$ cat src/rtl/pipe_hazard_ctrl_if.sv
// Pipeline hazard/handshake bundle between the pipeline datapath and the
// stall/flush scheduler.
//   slave  : scheduler side (takes hazard events, drives controls/status)
//   master : datapath side (drives hazard events, takes controls/status)
// Signals: load_use, branch_taken, if_valid, mem_req, mem_ready (events);
//   pc_we, fs_ds_we/flush, ds_ex_we/flush, ex_mem_we, mem_wb_we/flush
//   (register controls); dmem_timeout, stall_cnt, flush_cnt, state (status).
interface pipe_hazard_ctrl_if #(
  parameter int CNT_W = 32
);
  logic             load_use;
  logic             branch_taken;
  logic             if_valid;
  logic             mem_req;
  logic             mem_ready;
  logic             pc_we;
  logic             fs_ds_we;
  logic             fs_ds_flush;
  logic             ds_ex_we;
  logic             ds_ex_flush;
  logic             ex_mem_we;
  logic             mem_wb_we;
  logic             mem_wb_flush;
  logic             dmem_timeout;
  logic [CNT_W-1:0] stall_cnt;
  logic [CNT_W-1:0] flush_cnt;
  logic [1:0]       state;

  modport slave (
    input  load_use, branch_taken, if_valid, mem_req, mem_ready,
    output pc_we, fs_ds_we, fs_ds_flush, ds_ex_we, ds_ex_flush,
           ex_mem_we, mem_wb_we, mem_wb_flush,
           dmem_timeout, stall_cnt, flush_cnt, state
  );

  modport master (
    output load_use, branch_taken, if_valid, mem_req, mem_ready,
    input  pc_we, fs_ds_we, fs_ds_flush, ds_ex_we, ds_ex_flush,
           ex_mem_we, mem_wb_we, mem_wb_flush,
           dmem_timeout, stall_cnt, flush_cnt, state
  );
endinterface

$ cat src/rtl/pipe_hazard_ctrl.sv
// Central stall/flush scheduler for the 5-stage pipeline.
// Ports:
//   clk  - clock, all state updates on posedge
//   rst  - synchronous reset, active-high
//   bus  - pipe_hazard_ctrl_if.slave: hazard events in, pipe register
//          write-enable/flush controls, timeout flag, counters, state out
//
// state       | meaning
// ------------+--------------------------------------------------------
// S_RST_FLUSH | post-reset: flush every pipe register, hold PC
// S_RUN       | normal issue, hazard priority dmem > load-use > branch > fetch
// S_DMEM_WAIT | data memory stalling; watchdog counting
// S_HALT      | watchdog expired; pipeline frozen until reset
module pipe_hazard_ctrl #(
  parameter int RST_FLUSH_CYC = 2,
  parameter int MAX_WAIT      = 16,
  parameter int CNT_W         = 32
) (
  input  logic                clk,
  input  logic                rst,
  pipe_hazard_ctrl_if.slave   bus
);

  typedef enum logic [1:0] {
    S_RST_FLUSH = 2'd0,
    S_RUN       = 2'd1,
    S_DMEM_WAIT = 2'd2,
    S_HALT      = 2'd3
  } state_e;

  localparam int RW = (RST_FLUSH_CYC > 1) ? $clog2(RST_FLUSH_CYC) : 1;
  localparam int WW = $clog2(MAX_WAIT + 1);
  localparam logic [RW-1:0] RST_LAST = RW'(RST_FLUSH_CYC - 1);
  localparam logic [WW-1:0] WAIT_MAX = WW'(MAX_WAIT);

  state_e           state_q, state_d;
  logic [RW-1:0]    rst_cnt_q, rst_cnt_d;
  logic [WW-1:0]    wait_q, wait_d;
  logic             tmo_q, tmo_d;
  logic [CNT_W-1:0] stall_q, stall_d;
  logic [CNT_W-1:0] flush_q, flush_d;

  logic dmem_stall;
  logic pc_we, fs_ds_we, fs_ds_flush, ds_ex_we, ds_ex_flush;
  logic ex_mem_we, mem_wb_we, mem_wb_flush;

  // mem_req low counts as a completed access
  assign dmem_stall = bus.mem_req & ~bus.mem_ready;

  always_comb begin
    state_d      = state_q;
    rst_cnt_d    = rst_cnt_q;
    wait_d       = wait_q;
    tmo_d        = tmo_q;
    pc_we        = 1'b0;
    fs_ds_we     = 1'b0;
    fs_ds_flush  = 1'b0;
    ds_ex_we     = 1'b0;
    ds_ex_flush  = 1'b0;
    ex_mem_we    = 1'b0;
    mem_wb_we    = 1'b0;
    mem_wb_flush = 1'b0;

    unique case (state_q)
      S_RST_FLUSH: begin
        if (rst_cnt_q == RST_LAST) begin
          state_d   = S_RUN;
          rst_cnt_d = '0;
        end else begin
          rst_cnt_d = rst_cnt_q + 1'b1;
        end
      end
      S_RUN, S_DMEM_WAIT: begin
        if (dmem_stall) begin
          mem_wb_we    = 1'b1;
          mem_wb_flush = 1'b1;
        end else begin
          ex_mem_we = 1'b1;
          mem_wb_we = 1'b1;
          ds_ex_we  = 1'b1;
          // load-use outranks branch: ID operands of the branch are stale
          if (bus.load_use) begin
            ds_ex_flush = 1'b1;
          end else begin
            fs_ds_we = 1'b1;
            if (bus.branch_taken) begin
              pc_we       = 1'b1;
              fs_ds_flush = 1'b1;
            end else if (!bus.if_valid) begin
              fs_ds_flush = 1'b1;
            end else begin
              pc_we = 1'b1;
            end
          end
        end

        if (state_q == S_RUN) begin
          if (dmem_stall) begin
            state_d = S_DMEM_WAIT;
            wait_d  = WW'(1);
          end
        end else if (!dmem_stall) begin
          state_d = S_RUN;
          wait_d  = '0;
        end else begin
          wait_d = wait_q + 1'b1;
          if (wait_q + 1'b1 == WAIT_MAX) begin
            state_d = S_HALT;
            tmo_d   = 1'b1;
          end
        end
      end
      S_HALT: begin
      end
      default: state_d = S_RST_FLUSH;
    endcase

    // reset pattern shows as soon as rst is seen, not one cycle later
    if (rst || state_q == S_RST_FLUSH) begin
      pc_we        = 1'b0;
      fs_ds_we     = 1'b1;
      fs_ds_flush  = 1'b1;
      ds_ex_we     = 1'b1;
      ds_ex_flush  = 1'b1;
      ex_mem_we    = 1'b1;
      mem_wb_we    = 1'b1;
      mem_wb_flush = 1'b1;
    end

    stall_d = stall_q;
    flush_d = flush_q;
    if (state_q != S_RST_FLUSH && !pc_we && stall_q != '1)
      stall_d = stall_q + 1'b1;
    if ((state_q == S_RUN || state_q == S_DMEM_WAIT) &&
        (fs_ds_flush || ds_ex_flush) && flush_q != '1)
      flush_d = flush_q + 1'b1;
  end

  always_ff @(posedge clk) begin
    if (rst) begin
      state_q   <= S_RST_FLUSH;
      rst_cnt_q <= '0;
      wait_q    <= '0;
      tmo_q     <= 1'b0;
      stall_q   <= '0;
      flush_q   <= '0;
    end else begin
      state_q   <= state_d;
      rst_cnt_q <= rst_cnt_d;
      wait_q    <= wait_d;
      tmo_q     <= tmo_d;
      stall_q   <= stall_d;
      flush_q   <= flush_d;
    end
  end

  assign bus.pc_we        = pc_we;
  assign bus.fs_ds_we     = fs_ds_we;
  assign bus.fs_ds_flush  = fs_ds_flush;
  assign bus.ds_ex_we     = ds_ex_we;
  assign bus.ds_ex_flush  = ds_ex_flush;
  assign bus.ex_mem_we    = ex_mem_we;
  assign bus.mem_wb_we    = mem_wb_we;
  assign bus.mem_wb_flush = mem_wb_flush;
  assign bus.dmem_timeout = tmo_q;
  assign bus.stall_cnt    = stall_q;
  assign bus.flush_cnt    = flush_q;
  assign bus.state        = state_q;

endmodule
$ cat src/flat_wrapper.sv
// flat-port wrapper written by rule: the top's interface ports become plain ports
module pipe_hazard_ctrl_flat 
#(
  parameter int RST_FLUSH_CYC = 2,
  parameter int MAX_WAIT      = 16,
  parameter int CNT_W         = 32
)
  (clk, rst, bus_load_use, bus_branch_taken, bus_if_valid, bus_mem_req, bus_mem_ready, bus_pc_we, bus_fs_ds_we, bus_fs_ds_flush, bus_ds_ex_we, bus_ds_ex_flush, bus_ex_mem_we, bus_mem_wb_we, bus_mem_wb_flush, bus_dmem_timeout, bus_stall_cnt, bus_flush_cnt, bus_state);
  pipe_hazard_ctrl_if #(.CNT_W(CNT_W)) bus_i ();
  input  logic clk;
  input  logic rst;
  input wire logic [$bits(bus_i.load_use)-1:0] bus_load_use;
  input wire logic [$bits(bus_i.branch_taken)-1:0] bus_branch_taken;
  input wire logic [$bits(bus_i.if_valid)-1:0] bus_if_valid;
  input wire logic [$bits(bus_i.mem_req)-1:0] bus_mem_req;
  input wire logic [$bits(bus_i.mem_ready)-1:0] bus_mem_ready;
  output wire logic [$bits(bus_i.pc_we)-1:0] bus_pc_we;
  output wire logic [$bits(bus_i.fs_ds_we)-1:0] bus_fs_ds_we;
  output wire logic [$bits(bus_i.fs_ds_flush)-1:0] bus_fs_ds_flush;
  output wire logic [$bits(bus_i.ds_ex_we)-1:0] bus_ds_ex_we;
  output wire logic [$bits(bus_i.ds_ex_flush)-1:0] bus_ds_ex_flush;
  output wire logic [$bits(bus_i.ex_mem_we)-1:0] bus_ex_mem_we;
  output wire logic [$bits(bus_i.mem_wb_we)-1:0] bus_mem_wb_we;
  output wire logic [$bits(bus_i.mem_wb_flush)-1:0] bus_mem_wb_flush;
  output wire logic [$bits(bus_i.dmem_timeout)-1:0] bus_dmem_timeout;
  output wire logic [$bits(bus_i.stall_cnt)-1:0] bus_stall_cnt;
  output wire logic [$bits(bus_i.flush_cnt)-1:0] bus_flush_cnt;
  output wire logic [$bits(bus_i.state)-1:0] bus_state;
  assign bus_i.load_use = bus_load_use;
  assign bus_i.branch_taken = bus_branch_taken;
  assign bus_i.if_valid = bus_if_valid;
  assign bus_i.mem_req = bus_mem_req;
  assign bus_i.mem_ready = bus_mem_ready;
  assign bus_pc_we = bus_i.pc_we;
  assign bus_fs_ds_we = bus_i.fs_ds_we;
  assign bus_fs_ds_flush = bus_i.fs_ds_flush;
  assign bus_ds_ex_we = bus_i.ds_ex_we;
  assign bus_ds_ex_flush = bus_i.ds_ex_flush;
  assign bus_ex_mem_we = bus_i.ex_mem_we;
  assign bus_mem_wb_we = bus_i.mem_wb_we;
  assign bus_mem_wb_flush = bus_i.mem_wb_flush;
  assign bus_dmem_timeout = bus_i.dmem_timeout;
  assign bus_stall_cnt = bus_i.stall_cnt;
  assign bus_flush_cnt = bus_i.flush_cnt;
  assign bus_state = bus_i.state;
  pipe_hazard_ctrl #(.RST_FLUSH_CYC(RST_FLUSH_CYC), .MAX_WAIT(MAX_WAIT), .CNT_W(CNT_W)) u_core (.clk(clk), .rst(rst), .bus(bus_i));
endmodule
$ cat config.mk
export PLATFORM = sky130hd
export DESIGN_NAME = pipe_hazard_ctrl_flat
export DESIGN_NICKNAME = d
export VERILOG_FILES = /design/src/rtl/pipe_hazard_ctrl_if.sv /design/src/rtl/pipe_hazard_ctrl.sv /design/src/flat_wrapper.sv
export SDC_FILE = /design/constraint.sdc
export NUM_CORES = 1
export LEC_CHECK = 0
export CELL_PAD_IN_SITES_DETAIL_PLACEMENT = 2
export CELL_PAD_IN_SITES_GLOBAL_PLACEMENT = 2
export CORE_MARGIN = 2
export CORE_UTILIZATION = 27
export CTS_CLUSTER_SIZE = 25
export DETAILED_ROUTE_END_ITERATION = 6
export GPL_ROUTABILITY_DRIVEN = 0
export PLACE_DENSITY_LB_ADDON = 0.3
export SKIP_CTS_REPAIR_TIMING = 1
export SYNTH_ARGS = -nofsm -noshare
export SYNTH_HDL_FRONTEND = slang
export SYNTH_SLANG_ARGS = --single-unit
$ cat constraint.sdc
create_clock -name clk -period 2.4 [get_ports clk]
set_clock_uncertainty 0.15 [all_clocks]
set_input_delay 0.48 -clock clk [delete_from_list [all_inputs] [get_ports clk]]
set_output_delay 0.48 -clock clk [all_outputs]
set_load 0.01 [all_outputs]
==> metrics.md <==
| Metric | Value |
|---|---|
| Status | `complete, but fails checks` |
| Failing checks | `negative setup slack` |
| Via/cell ratio | `5.35` |
| Antenna cells | `0` |
| Worst skew pair latency | `340 ps` |
| CTS Buf Count | `9` |
| Hold_sp | `u_core.bus.dmem_timeout` |
| Post-synth EDFFs | `0` |
| Synth area leaders | `dfxtp_1 (38%), a21oi_1 (7.6%), or3_1 (5.9%)` |
| Sequential fraction of the synthesis area | `38.3%` |
| WP data required | `2530 ps` |
| Layout cells sized above 1 | `19.8%` |
| Post-Syn Area | `3810 um^2` |
| Syn_nets | `478` |
| CP Buf/Inv Count | `1` |
| Cell Chain, Critical Path | `inv_2 -> ha_4 -> nor2b_4 -> a31o_4 -> or4_4 -> or4_4 -> a21oi_2` |
| Setup ws final | `-63.0 ps` |
| Drt pass-1 iters | `4` |
| Final setup vio count | `2` |
| Post-layout min period | `2460 ps` |
| PD cells | `676 nW/um^2` |
| Vias | `4,208` |
| Mapped Avg Cell Area | `8.23 um^2` |
| Design area | `5680 um^2` |
| Post-DP Area | `5240 um^2` |
| Critical path type | `flop to flop` |
| CTS tree | `done` |
| Fin util | `41.1%` |
| Startpoint Class | `flop` |
| Pre-CTS worst setup slack | `-491 ps` |
| Root Buffer | `clkbuf_16` |
| Fmax | `406 MHz` |
| Slew Viols, Final | `0` |
| Area leader, netlist | `dfxtp_1` |
| Prevailing post-synth register cell | `dfxtp_1` |
| Share of the synthesized area in the top cell type | `38.3%` |
| Post-synthesis register bit count | `73` |
| Slowest-stage cell, CP | `or4_4` |
| Crit-path leading delay family | `simple AND/OR/NAND/NOR gates` |
| Die area | `15,100 um^2` |
| First-pass GRT wire length | `22.9 mm` |
| Leak | `1.94 nW` |
| Worst-path fanout max | `7` |
| WL per Instance | `18.3 um` |
| CP endpoint kind | `flop` |
| Area growth syn-to-layout | `49.1%` |
| IO Port Bufs | `81` |
| Routed WL | `14.4 mm` |
| Synth cell types | `54` |
| RSZ-0062 raised after global routing | `yes` |
| Row cnt | `43` |
| Synth top cells by count | `dfxtp_1 (73), a21oi_1 (58), o21ai_0 (44)` |
| Clock Tree Buf Depth | `2` |
| Worst slew margin | `57.5%` |
| DRC | `0` |
| Starting Density | `27.6%` |
| IO Pins | `82` |
| Async set-reset flop share out of synthesis | `0%` |
| Setup tns final | `-77.9 ps` |
| Final worst path period share | `103%` |
| CP most frequent cell | `or4_4` |
| Final Hold Viols | `0` |
| TritonCTS Sinks | `73` |
| Tightest Hold Check Type | `flop to flop` |
| Post-route ant nets | `0` |
| Slew of the pin with the lowest slew margin | `637 ps` |
| CTS clk-pin slew, worst paths | `60 ps` |
| Hpwl dp | `10.1 mm` |
| Final global-route overflow total | `0` |
| Vert. Die Dim | `123 um` |
| Core Area | `13,800 um^2` |
| Gate Count Post-Synth | `463` |
| Yosys warnings | `0` |
| Number of global-route vias before repair | `4,534` |
| CTS HTree Levels | `3` |
| DR iter-0 viols | `169` |
| Worst setup path startpoint | `u_core.bus.state[1]` |
| Pin count of the biggest net entering global routing | `55` |
| VDD IR-drop max | `0.378 mV` |
| Die Span X | `123 um` |
| Max stage delay on crit path | `570 ps` |
| Count leader, synth | `dfxtp_1` |
| FF-to-FF Start | `u_core.bus.state[1]` |
| Total track usage | `19.2%` |
| Initial antenna violation count | `0` |
| Maxcap violations | `0` |
| CP Data Arrival Time | `2590 ps` |
| Nets | `617` |
-- worst paths after layout --
| check | to | slack [ps] | cells past startpoint |
|---|---|---|---|
| setup / recovery | u_core.bus.stall_cnt[28] | -60 | 7 |
| hold / removal | u_core.bus.dmem_timeout | 330 | 2 |
| setup reg to reg | u_core.bus.stall_cnt[28] | -60 | 7 |
| hold reg to reg | u_core.bus.dmem_timeout | 330 | 2 |
-- cells by family (layout without fill, tap and decap cells) --
| kind of cell | count (synthesis) | in the layout | synth area share [%] |
|---|---|---|---|
| and+or+nand+nor | 191 | 192 | 29.1 |
| muxes | 3 | 3 | 0.853 |
| DFF | 73 | 73 | 38.3 |
| adders and majority gates | 8 | 8 | 2.63 |
| AOI/OAI and AO/OA | 148 | 149 | 23.5 |
| xor gates and xnor gates | 7 | 7 | 1.61 |
| buffers and inverters | 33 | 175 | 3.97 |
-- state kept, by name (all words and copies together) (netlist names) --
register,count
u_core.bus.flush_cnt,32
u_core.bus.stall_cnt,32
u_core.bus.state,2
u_core.rst_cnt_q,1
u_core.wait_q,5
u_core.bus.dmem_timeout,1
-- per-stage QoR --
step | power (W) | hold slack (ps) | instances
2_1_floorplan | 0.00185 | 326 | 463
3_3_place_gp | 0.00235 | 315 | 764
3_5_place_dp | 0.00240 | 327 | 764
4_1_cts | 0.00384 | 342 | 780
5_1_grt | 0.00405 | 392 | 787
6_report | 0.00384 | 329 | 787
-- worst reg2reg max path, stage by stage (launching register included) --
cell	delay, ps
dfxtp_2	340
inv_2	50
ha_4	230
nor2b_4	130
a31o_4	260
or4_4	580
or4_4	540
a21oi_2	120
-- power by group --
| part | switching [W] | total, W | leakage [nW] | internal [W] |
|---|---|---|---|---|
| registers | 0.0000402 | 0.00131 | 0.590 | 0.00127 |
| logic | 0.000578 | 0.00112 | 1.20 | 0.000539 |
| clock network | 0.000528 | 0.00142 | 0.153 | 0.000890 |
-- layout make-up --
cell class | count | area (um^2)
fillers | 1541 | 8140
multi-input cells | 359 | 2300
flip-flops and latches | 73 | 1470
repair buffers | 147 | 1340
clock buffers | 14 | 274
well taps | 180 | 225
inverters | 12 | 47.5
clock inverters | 2 | 35.0
-- per-layer routing --
layer | vias to the layer above | routed length, um | track usage (%)
met2 | 60 | 7540 | 35.8
li1 | 2043 | - | -
met5 | - | 0 | 0
met3 | 12 | 356 | 4.04
met1 | 2093 | 6350 | 22.2
met4 | 0 | 155 | 4.24
-- cells in the final DEF (no fill, tap or decap), types with 3 or more instances in the layout --
master           count
dfxtp_1             70
clkdlybuf4s50_1     68
buf_4               62
a21oi_1             55
o21ai_0             40
or3_1               35
nor2_1              27
nand2_1             25
nand3_1             24
nand4_1             19
o31ai_1             18
or4_1               15
inv_1               10
and3_1               9
clkbuf_16            9
dlymetal6s2s_1       9
and4_1               7
ha_1                 7
o21ai_1              5
or4_4                5
xnor2_1              5
nor2b_1              4
a211oi_1             4
a21oi_2              3
a22oi_1              3
or2_2                3
clkbuf_8             3
clkbuf_2             3
(Power assumes the default switching activity.)
